==> config.mk <==
export PLATFORM = sky130hd
export DESIGN_NAME = mc_datapath_flat
export DESIGN_NICKNAME = d
export VERILOG_FILES = /design/src/rtl/mc_datapath_if.sv /design/src/rtl/mc_datapath.sv /design/src/flat_wrapper.sv
export SDC_FILE = /design/constraint.sdc
export NUM_CORES = 2
export LEC_CHECK = 0
export CORE_MARGIN = 1.5
export CORE_UTILIZATION = 60
export DETAILED_ROUTE_END_ITERATION = 8
export PLACE_DENSITY = 0.78
export SYNTH_ARGS = -nofsm -noshare
export SYNTH_HDL_FRONTEND = slang
export SYNTH_SLANG_ARGS = --single-unit
==> constraint.sdc <==
create_clock -name clk -period 5.3 [get_ports clk]
set_input_delay 0.795 -clock clk [delete_from_list [all_inputs] [get_ports clk]]
set_output_delay 0.795 -clock clk [all_outputs]
set_load 0.01 [all_outputs]
==> src/rtl/mc_datapath_if.sv <==
// mc_datapath_if: instruction and data memory req/ready buses between the core (master) and memories (slave).
interface mc_datapath_if #(
    parameter int IM_ADDR_W = 10,
    parameter int DM_ADDR_W = 10
);
    logic                 im_req;
    logic [IM_ADDR_W-1:0] im_addr;
    logic                 im_ready;
    logic [31:0]          im_rdata;
    logic                 dm_req;
    logic                 dm_we;
    logic [DM_ADDR_W-1:0] dm_addr;
    logic [31:0]          dm_wdata;
    logic                 dm_ready;
    logic [31:0]          dm_rdata;

    modport master (
        output im_req, im_addr, dm_req, dm_we, dm_addr, dm_wdata,
        input  im_ready, im_rdata, dm_ready, dm_rdata
    );

    modport slave (
        input  im_req, im_addr, dm_req, dm_we, dm_addr, dm_wdata,
        output im_ready, im_rdata, dm_ready, dm_rdata
    );
endinterface

==> src/rtl/mc_datapath.sv <==
// mc_datapath: multi-cycle MIPS-lite core (FSM, datapath, 32x32 GPRs); OVERFLOW_TRAP_EN enables the add/addi overflow trap.
module mc_datapath #(
    parameter logic [31:0] RESET_PC  = 32'h0000_3000,
    parameter int          IM_ADDR_W = 10,
    parameter int          DM_ADDR_W = 10
) (
    input  logic          clk,
    input  logic          rst,
    mc_datapath_if.master bus,
    output logic [31:0]   pc,
    output logic [2:0]    state,
    output logic          retire,
    output logic          illegal,
    output logic          overflow
);
    typedef enum logic [2:0] {
        S_FETCH = 3'd0, S_DECODE = 3'd1, S_EXEC = 3'd2, S_MEM = 3'd3, S_WB = 3'd4, S_ERR = 3'd5
    } state_t;

    localparam logic [5:0] OP_R = 6'h00, OP_J = 6'h02, OP_JAL = 6'h03, OP_BEQ = 6'h04;
    localparam logic [5:0] OP_ADDI = 6'h08, OP_ADDIU = 6'h09, OP_ORI = 6'h0D, OP_LUI = 6'h0F;
    localparam logic [5:0] OP_LW = 6'h23, OP_SW = 6'h2B;
    localparam logic [5:0] FN_JR = 6'h08, FN_ADD = 6'h20, FN_ADDU = 6'h21, FN_SUBU = 6'h23, FN_SLT = 6'h2A;

    state_t      r_state;
    logic [31:0] r_pc, r_pc4, r_ir, r_a, r_b, r_alu, r_mdr;
    logic        r_im_req, r_dm_req, r_illegal;
    logic [31:0] r_gpr [32];
`ifdef OVERFLOW_TRAP_EN
    logic        r_ovf;
`endif

    logic [5:0]  w_op, w_fn;
    logic [4:0]  w_rs, w_rt, w_dst;
    logic [15:0] w_imm;
    logic [31:0] w_sext, w_opb, w_sum, w_alu, w_jpc, w_res;
    logic        w_rtype, w_legal, w_jump, w_mem;

    assign w_op    = r_ir[31:26];
    assign w_rs    = r_ir[25:21];
    assign w_rt    = r_ir[20:16];
    assign w_fn    = r_ir[5:0];
    assign w_imm   = r_ir[15:0];
    assign w_rtype = w_op == OP_R;
    assign w_sext  = {{16{w_imm[15]}}, w_imm};
    assign w_dst   = w_rtype ? r_ir[15:11] : w_rt;
    assign w_legal = w_rtype ? (w_fn inside {FN_JR, FN_ADD, FN_ADDU, FN_SUBU, FN_SLT})
                             : (w_op inside {OP_J, OP_JAL, OP_BEQ, OP_ADDI, OP_ADDIU, OP_ORI, OP_LUI, OP_LW, OP_SW});
    assign w_jump  = (w_op inside {OP_J, OP_JAL, OP_BEQ}) || (w_rtype && w_fn == FN_JR);
    assign w_mem   = w_op == OP_LW || w_op == OP_SW;

    // ori zero-extends its immediate; every other I-type sign-extends
    assign w_opb = w_rtype ? r_b : (w_op == OP_ORI ? {16'h0, w_imm} : w_sext);
    assign w_sum = r_a + w_opb;
    assign w_alu = w_op == OP_LUI             ? {w_imm, 16'h0} :
                   w_op == OP_ORI             ? r_a | w_opb :
                   w_rtype && w_fn == FN_SUBU ? r_a - r_b :
                   w_rtype && w_fn == FN_SLT  ? {31'h0, $signed(r_a) < $signed(r_b)} : w_sum;
    assign w_jpc = w_op == OP_BEQ ? (r_a == r_b ? r_pc4 + {w_sext[29:0], 2'b00} : r_pc4) :
                   w_rtype        ? r_a : {r_pc4[31:28], r_ir[25:0], 2'b00};
    assign w_res = w_op == OP_LW ? r_mdr : r_alu;

`ifdef OVERFLOW_TRAP_EN
    logic w_add_ovf;
    assign w_add_ovf = ((w_rtype && w_fn == FN_ADD) || w_op == OP_ADDI) &&
                       r_a[31] == w_opb[31] && w_sum[31] != r_a[31];
    assign overflow  = r_state == S_WB && r_ovf;
`else
    assign overflow  = 1'b0;
`endif

    assign retire = (r_state == S_EXEC && w_jump) || r_state == S_WB ||
                    (r_state == S_MEM && w_op == OP_SW && bus.dm_ready);

    assign bus.im_req   = r_im_req;
    assign bus.im_addr  = r_pc[IM_ADDR_W+1:2];
    assign bus.dm_req   = r_dm_req;
    assign bus.dm_we    = w_op == OP_SW;
    assign bus.dm_addr  = r_alu[DM_ADDR_W+1:2];
    assign bus.dm_wdata = r_b;
    assign pc      = r_pc;
    assign state   = r_state;
    assign illegal = r_illegal;

    // Controller and datapath registers; request lines are registered and raised on entry to FETCH/MEM
    always_ff @(posedge clk) begin
        if (rst) begin
            r_state   <= S_FETCH;
            r_pc      <= RESET_PC;
            r_pc4     <= '0;
            r_ir      <= '0;
            r_a       <= '0;
            r_b       <= '0;
            r_alu     <= '0;
            r_mdr     <= '0;
            r_im_req  <= 1'b1;
            r_dm_req  <= 1'b0;
            r_illegal <= 1'b0;
            for (int i = 0; i < 32; i++) r_gpr[i] <= '0;
`ifdef OVERFLOW_TRAP_EN
            r_ovf     <= 1'b0;
`endif
        end else begin
            case (r_state)
                S_FETCH: if (bus.im_ready) begin
                    r_ir     <= bus.im_rdata;
                    r_pc4    <= r_pc + 32'd4;
                    r_im_req <= 1'b0;
                    r_state  <= S_DECODE;
                end
                S_DECODE: begin
                    r_a       <= r_gpr[w_rs];
                    r_b       <= r_gpr[w_rt];
                    r_illegal <= !w_legal;
                    r_state   <= w_legal ? S_EXEC : S_ERR;
                end
                S_EXEC: begin
                    r_alu <= w_alu;
`ifdef OVERFLOW_TRAP_EN
                    r_ovf <= w_add_ovf;
`endif
                    if (w_jump) begin
                        r_pc     <= w_jpc;
                        r_im_req <= 1'b1;
                        r_state  <= S_FETCH;
                        if (w_op == OP_JAL) r_gpr[31] <= r_pc4;
                    end else begin
                        r_dm_req <= w_mem;
                        r_state  <= w_mem ? S_MEM : S_WB;
                    end
                end
                S_MEM: if (bus.dm_ready) begin
                    r_dm_req <= 1'b0;
                    r_mdr    <= bus.dm_rdata;
                    if (w_op == OP_SW) begin
                        r_pc     <= r_pc4;
                        r_im_req <= 1'b1;
                        r_state  <= S_FETCH;
                    end else begin
                        r_state  <= S_WB;
                    end
                end
                S_WB: begin
`ifdef OVERFLOW_TRAP_EN
                    if (r_ovf) r_gpr[30] <= 32'd1; else
`endif
                    if (w_dst != 5'd0) r_gpr[w_dst] <= w_res;
                    r_pc     <= r_pc4;
                    r_im_req <= 1'b1;
                    r_state  <= S_FETCH;
                end
                default: r_state <= S_ERR;
            endcase
        end
    end
endmodule

==> src/flat_wrapper.sv <==
// flat-port wrapper written by rule: the top's interface ports become plain ports
module mc_datapath_flat 
#(
    parameter logic [31:0] RESET_PC  = 32'h0000_3000,
    parameter int          IM_ADDR_W = 10,
    parameter int          DM_ADDR_W = 10
)
  (clk, rst, pc, state, retire, illegal, overflow, bus_im_req, bus_im_addr, bus_dm_req, bus_dm_we, bus_dm_addr, bus_dm_wdata, bus_im_ready, bus_im_rdata, bus_dm_ready, bus_dm_rdata);
  mc_datapath_if #(.IM_ADDR_W(IM_ADDR_W), .DM_ADDR_W(DM_ADDR_W)) bus_i ();
  input  logic clk;
  input  logic rst;
  output logic [31:0] pc;
  output logic [2:0] state;
  output logic retire;
  output logic illegal;
  output logic overflow;
  output wire logic [$bits(bus_i.im_req)-1:0] bus_im_req;
  output wire logic [$bits(bus_i.im_addr)-1:0] bus_im_addr;
  output wire logic [$bits(bus_i.dm_req)-1:0] bus_dm_req;
  output wire logic [$bits(bus_i.dm_we)-1:0] bus_dm_we;
  output wire logic [$bits(bus_i.dm_addr)-1:0] bus_dm_addr;
  output wire logic [$bits(bus_i.dm_wdata)-1:0] bus_dm_wdata;
  input wire logic [$bits(bus_i.im_ready)-1:0] bus_im_ready;
  input wire logic [$bits(bus_i.im_rdata)-1:0] bus_im_rdata;
  input wire logic [$bits(bus_i.dm_ready)-1:0] bus_dm_ready;
  input wire logic [$bits(bus_i.dm_rdata)-1:0] bus_dm_rdata;
  assign bus_im_req = bus_i.im_req;
  assign bus_im_addr = bus_i.im_addr;
  assign bus_dm_req = bus_i.dm_req;
  assign bus_dm_we = bus_i.dm_we;
  assign bus_dm_addr = bus_i.dm_addr;
  assign bus_dm_wdata = bus_i.dm_wdata;
  assign bus_i.im_ready = bus_im_ready;
  assign bus_i.im_rdata = bus_im_rdata;
  assign bus_i.dm_ready = bus_dm_ready;
  assign bus_i.dm_rdata = bus_dm_rdata;
  mc_datapath #(.RESET_PC(RESET_PC), .IM_ADDR_W(IM_ADDR_W), .DM_ADDR_W(DM_ADDR_W)) u_core (.clk(clk), .rst(rst), .bus(bus_i), .pc(pc), .state(state), .retire(retire), .illegal(illegal), .overflow(overflow));
endmodule
==> summary.txt <==
Clock tree
  – Root buf cell: clkbuf_16
  – Clk buf depth: 3
  – # hold bufs at CTS: 0
  – Resized cells post-CTS: 0
  – Clock sinks: 1254
  – Skew-Pair Late Insertion Delay: 760 ps
  – CTS buffer count: 133
  – Post-CTS setup buffers: 0
  – Reg clk slew, reported paths: 60 ps
  – TritonCTS clock tree: done
  – H-tree Lvls: 4

Setup path
  – CP Capture Type: flip-flop
  – R2r startpoint: u_core.r_ir[29]$_SDFFE_PP0P_
  – Worst reg-to-reg setup slack: 430 ps
  – Worst Setup SP: u_core.r_ir[29]$_SDFFE_PP0P_
  – Depth of the most critical reg-to-reg path: 17
  – CP cell instances: or3_1 -> nor2_1 -> nand2_1 -> o21ai_0 -> buf_4 -> a21boi_0 -> inv_1 -> ha_1 -> nand4_1 -> nor2_1 -> nand3_1 -> a211oi_1 -> a2bb2oi_1 -> a221oi_1 -> xnor2_1 -> nand2_1 -> a21oi_1
  – Slowest CP cell: a2bb2oi_1
  – Reg2reg end: u_core.r_alu[28]$_SDFFE_PP0P_
  – Top delay family on crit path: simple AND/OR/NAND/NOR gates
  – CP arrival: 5550 ps
  – Worst EP required: 5980 ps
  – Startpoint Class: flip-flop
  – CP max FO: 16
  – CP bufs+invs: 2
  – Slowest stage delay, CP: 530 ps
  – Crit Path Class: flip-flop to flip-flop

Placed design
  – Worst slack at placement: 648 ps
  – Gpl congestion: 0.981
  – Post-DP HPWL: 154 mm
  – IO Port Bufs: 159

Synth
  – Count of state elements after synthesis: 1254
  – Asr flop ratio synth: 0%
  – Seq/Total Area, Yosys: 51.9%
  – Top post-synthesis cells by count: 1204 x nor2_1, 1024 x edfxtp_1, 640 x mux4_2, 407 x clkbuf_1, 396 x nand2_1
  – Number of synthesized flops with an enable pin: 1024
  – Most frequent cell after synthesis: nor2_1
  – Synth warnings: 0
  – Area share of the largest cell type after synthesis: 45.1%
  – Cells after synthesis: 5446
  – Synthesized area per cell: 12.5 um^2
  – Largest cells by area after synthesis: edfxtp_1 45%, mux4_2 21%, dfxtp_1 6.8%
  – Distinct cell type count after synthesis: 78
  – Post-Syn Area: 68100 um^2
  – Primary FF master, synth: edfxtp_1
  – Synth area leader: edfxtp_1

Floorplanning
  – # IOs: 161
  – Core Footprint: 112000 um^2
  – Die X: 340 um
  – Die area: 116000 um^2
  – Placement row count: 123
  – Chip height: 340 um
  – Starting Density: 60.6%

Detailed routing
  – Antenna viol nets, final: 0
  – Initial DRC Count: 8665
  – Routed WL: 242 mm
  – WL/cell: 34.3 um
  – Avg Vias per Cell: 7.30
  – # DRC: 2
  – Router iterations before antenna repair: 9
  – Total number of vias: 51.5k

GRT
  – Vias in the first global route: 50.8k
  – Initial antenna violation count: 2
  – Gr usage total: 41.8%
  – Largest net degree at the start of global routing: 85
  – First-pass GRT wire length: 347 mm
  – GRT overflow: 0

Power and ir drop
  – Worst vdd ir: 0.382 mV
  – PwrDens: 457 nW/um^2
  – Leak pwr: 24.7 nW

STA
  – Final setup fails: 0
  – Fin Setup TNS: 0 ps
  – Skew final: 31.1 ps
  – Final worst path period share: 91.9%
  – Setup slack after layout: 429 ps
  – Actual slew at the worst max-slew pin: 1380 ps
  – RSZ-0062 raised after global routing: false
  – Fin crit period: 4870 ps
  – Slew HR: 7.57%
  – Slew Limit Fails: 0
  – Final Hold Fails: 0
  – Fmax: 0.205 GHz

Outcome
  – Failing checks: DRC
  – Status: finished with violations

Worst hold path
  – Hold/Removal Path Class: flip-flop to flip-flop
  – Hold Path Origin: u_core.bus.dm_req$_SDFFE_PP0P_
  – Hold path cells: 2
  – Worst hold endpoint: u_core.bus.dm_req$_SDFFE_PP0P_

Cells and area
  – FILL cells: 7614
  – Area growth, synth to finish: 11.7%
  – Share of cells above drive strength 1: 20.4%
  – Nets@finish: 5644

Flow run
  – Max_cap viols: 0
-- power by group --
group	switching, mW	internal (mW)	leakage, nW
logic	7.64	5.19	10.1
registers	1.21	11.3	12.4
clock network	4.01	5.40	2.11
-- layout by cell type (no fill, tap or decap), types with 126 or more instances in the layout --
| cell | instances |
|---|---|
| buf_4 | 153 |
| nand2_1 | 379 |
| a21oi_1 | 208 |
| edfxtp_1 | 1024 |
| clkdlybuf4s50_1 | 158 |
| nor2_1 | 1202 |
| mux4_2 | 640 |
| clkbuf_16 | 140 |
| ha_1 | 126 |
| dfxtp_1 | 220 |
-- state kept, by name, indices dropped and copies added (netlist names) --
name                 cells
u_core.illegal           1
u_core.r_a              32
u_core.state             3
u_core.r_mdr            32
u_core.r_pc4            32
u_core.r_alu            32
u_core.r_ir             32
u_core.bus.dm_wdata     32
u_core.pc               32
u_core.bus.dm_req        1
u_core.bus.im_req        1
u_core.r_gpr          1024
-- layout make-up --
type | instances | area, um^2 | area share, %
timing repair buffer | 337 | 3250 | 4.26
tap | 1500 | 1880 | 2.47
clock inverter | 56 | 538 | 0.707
antenna | 2 | 5.00 | 0.00657
multi-input combinational | 3600 | 30900 | 40.6
clock buffer | 179 | 3750 | 4.93
sequential | 1254 | 35400 | 46.5
inverter | 121 | 454 | 0.597
-- per-layer routing --
| metal | global-route usage, % | vias to the layer above | wire length (um) |
|---|---|---|---|
| met5 | 0 | - | 19 |
| met4 | 24.2 | 2 | 16100 |
| met3 | 12.0 | 900 | 35900 |
| met2 | 61.3 | 4798 | 107000 |
| met1 | 56.3 | 25303 | 82900 |
| li1 | - | 20474 | - |
-- worst max path at each step --
stage                                    end  slack (ps)  depth (start not counted)
2_1_floorplan  u_core.r_alu[21]$_SDFFE_PP0P_         760                         20
3_3_place_gp   u_core.r_alu[16]$_SDFFE_PP0P_         630                         16
3_5_place_dp   u_core.r_alu[28]$_SDFFE_PP0P_         650                         17
4_1_cts        u_core.r_alu[28]$_SDFFE_PP0P_         640                         17
5_1_grt        u_core.r_alu[31]$_SDFFE_PP0P_         290                         17
6_report       u_core.r_alu[28]$_SDFFE_PP0P_         430                         17
-- logic make-up after synthesis --
kind of cell | after synthesis | synth area share (%)
XOR/XNOR | 91 | 1.17
other | 1 | 0.00550
multiplexers | 744 | 22.7
buffers and inverters | 624 | 3.59
flip-flops | 1254 | 51.9
adder cells (fa/ha/maj) | 129 | 2.40
AO/OA/AOI/OAI | 739 | 7.06
AND/OR/NAND/NOR | 1864 | 11.2
-- stage by stage --
step	area (um^2)	hold slack (ps)	std cells	util [%]	power [mW]
floorplan	68200	424	5478	-	20.5
global placement	71800	453	6812	63.9	24.9
detailed placement	71800	464	6812	63.9	25.0
CTS	76100	472	7047	67.7	34.4
global route	76100	488	7047	67.7	35.8
finish	76100	471	7049	67.7	34.8
-- worst register-to-register path: stages, from the launching register on --
cell and delay, ps:
dfxtp_1 390, or3_1 470, nor2_1 290, nand2_1 280, o21ai_0 140, buf_4 260, a21boi_0 290, inv_1 80
ha_1 450, nand4_1 180, nor2_1 300, nand3_1 140, a211oi_1 400, a2bb2oi_1 530, a221oi_1 210, xnor2_1 180
nand2_1 70, a21oi_1 160
(Power assumes the default switching activity.)
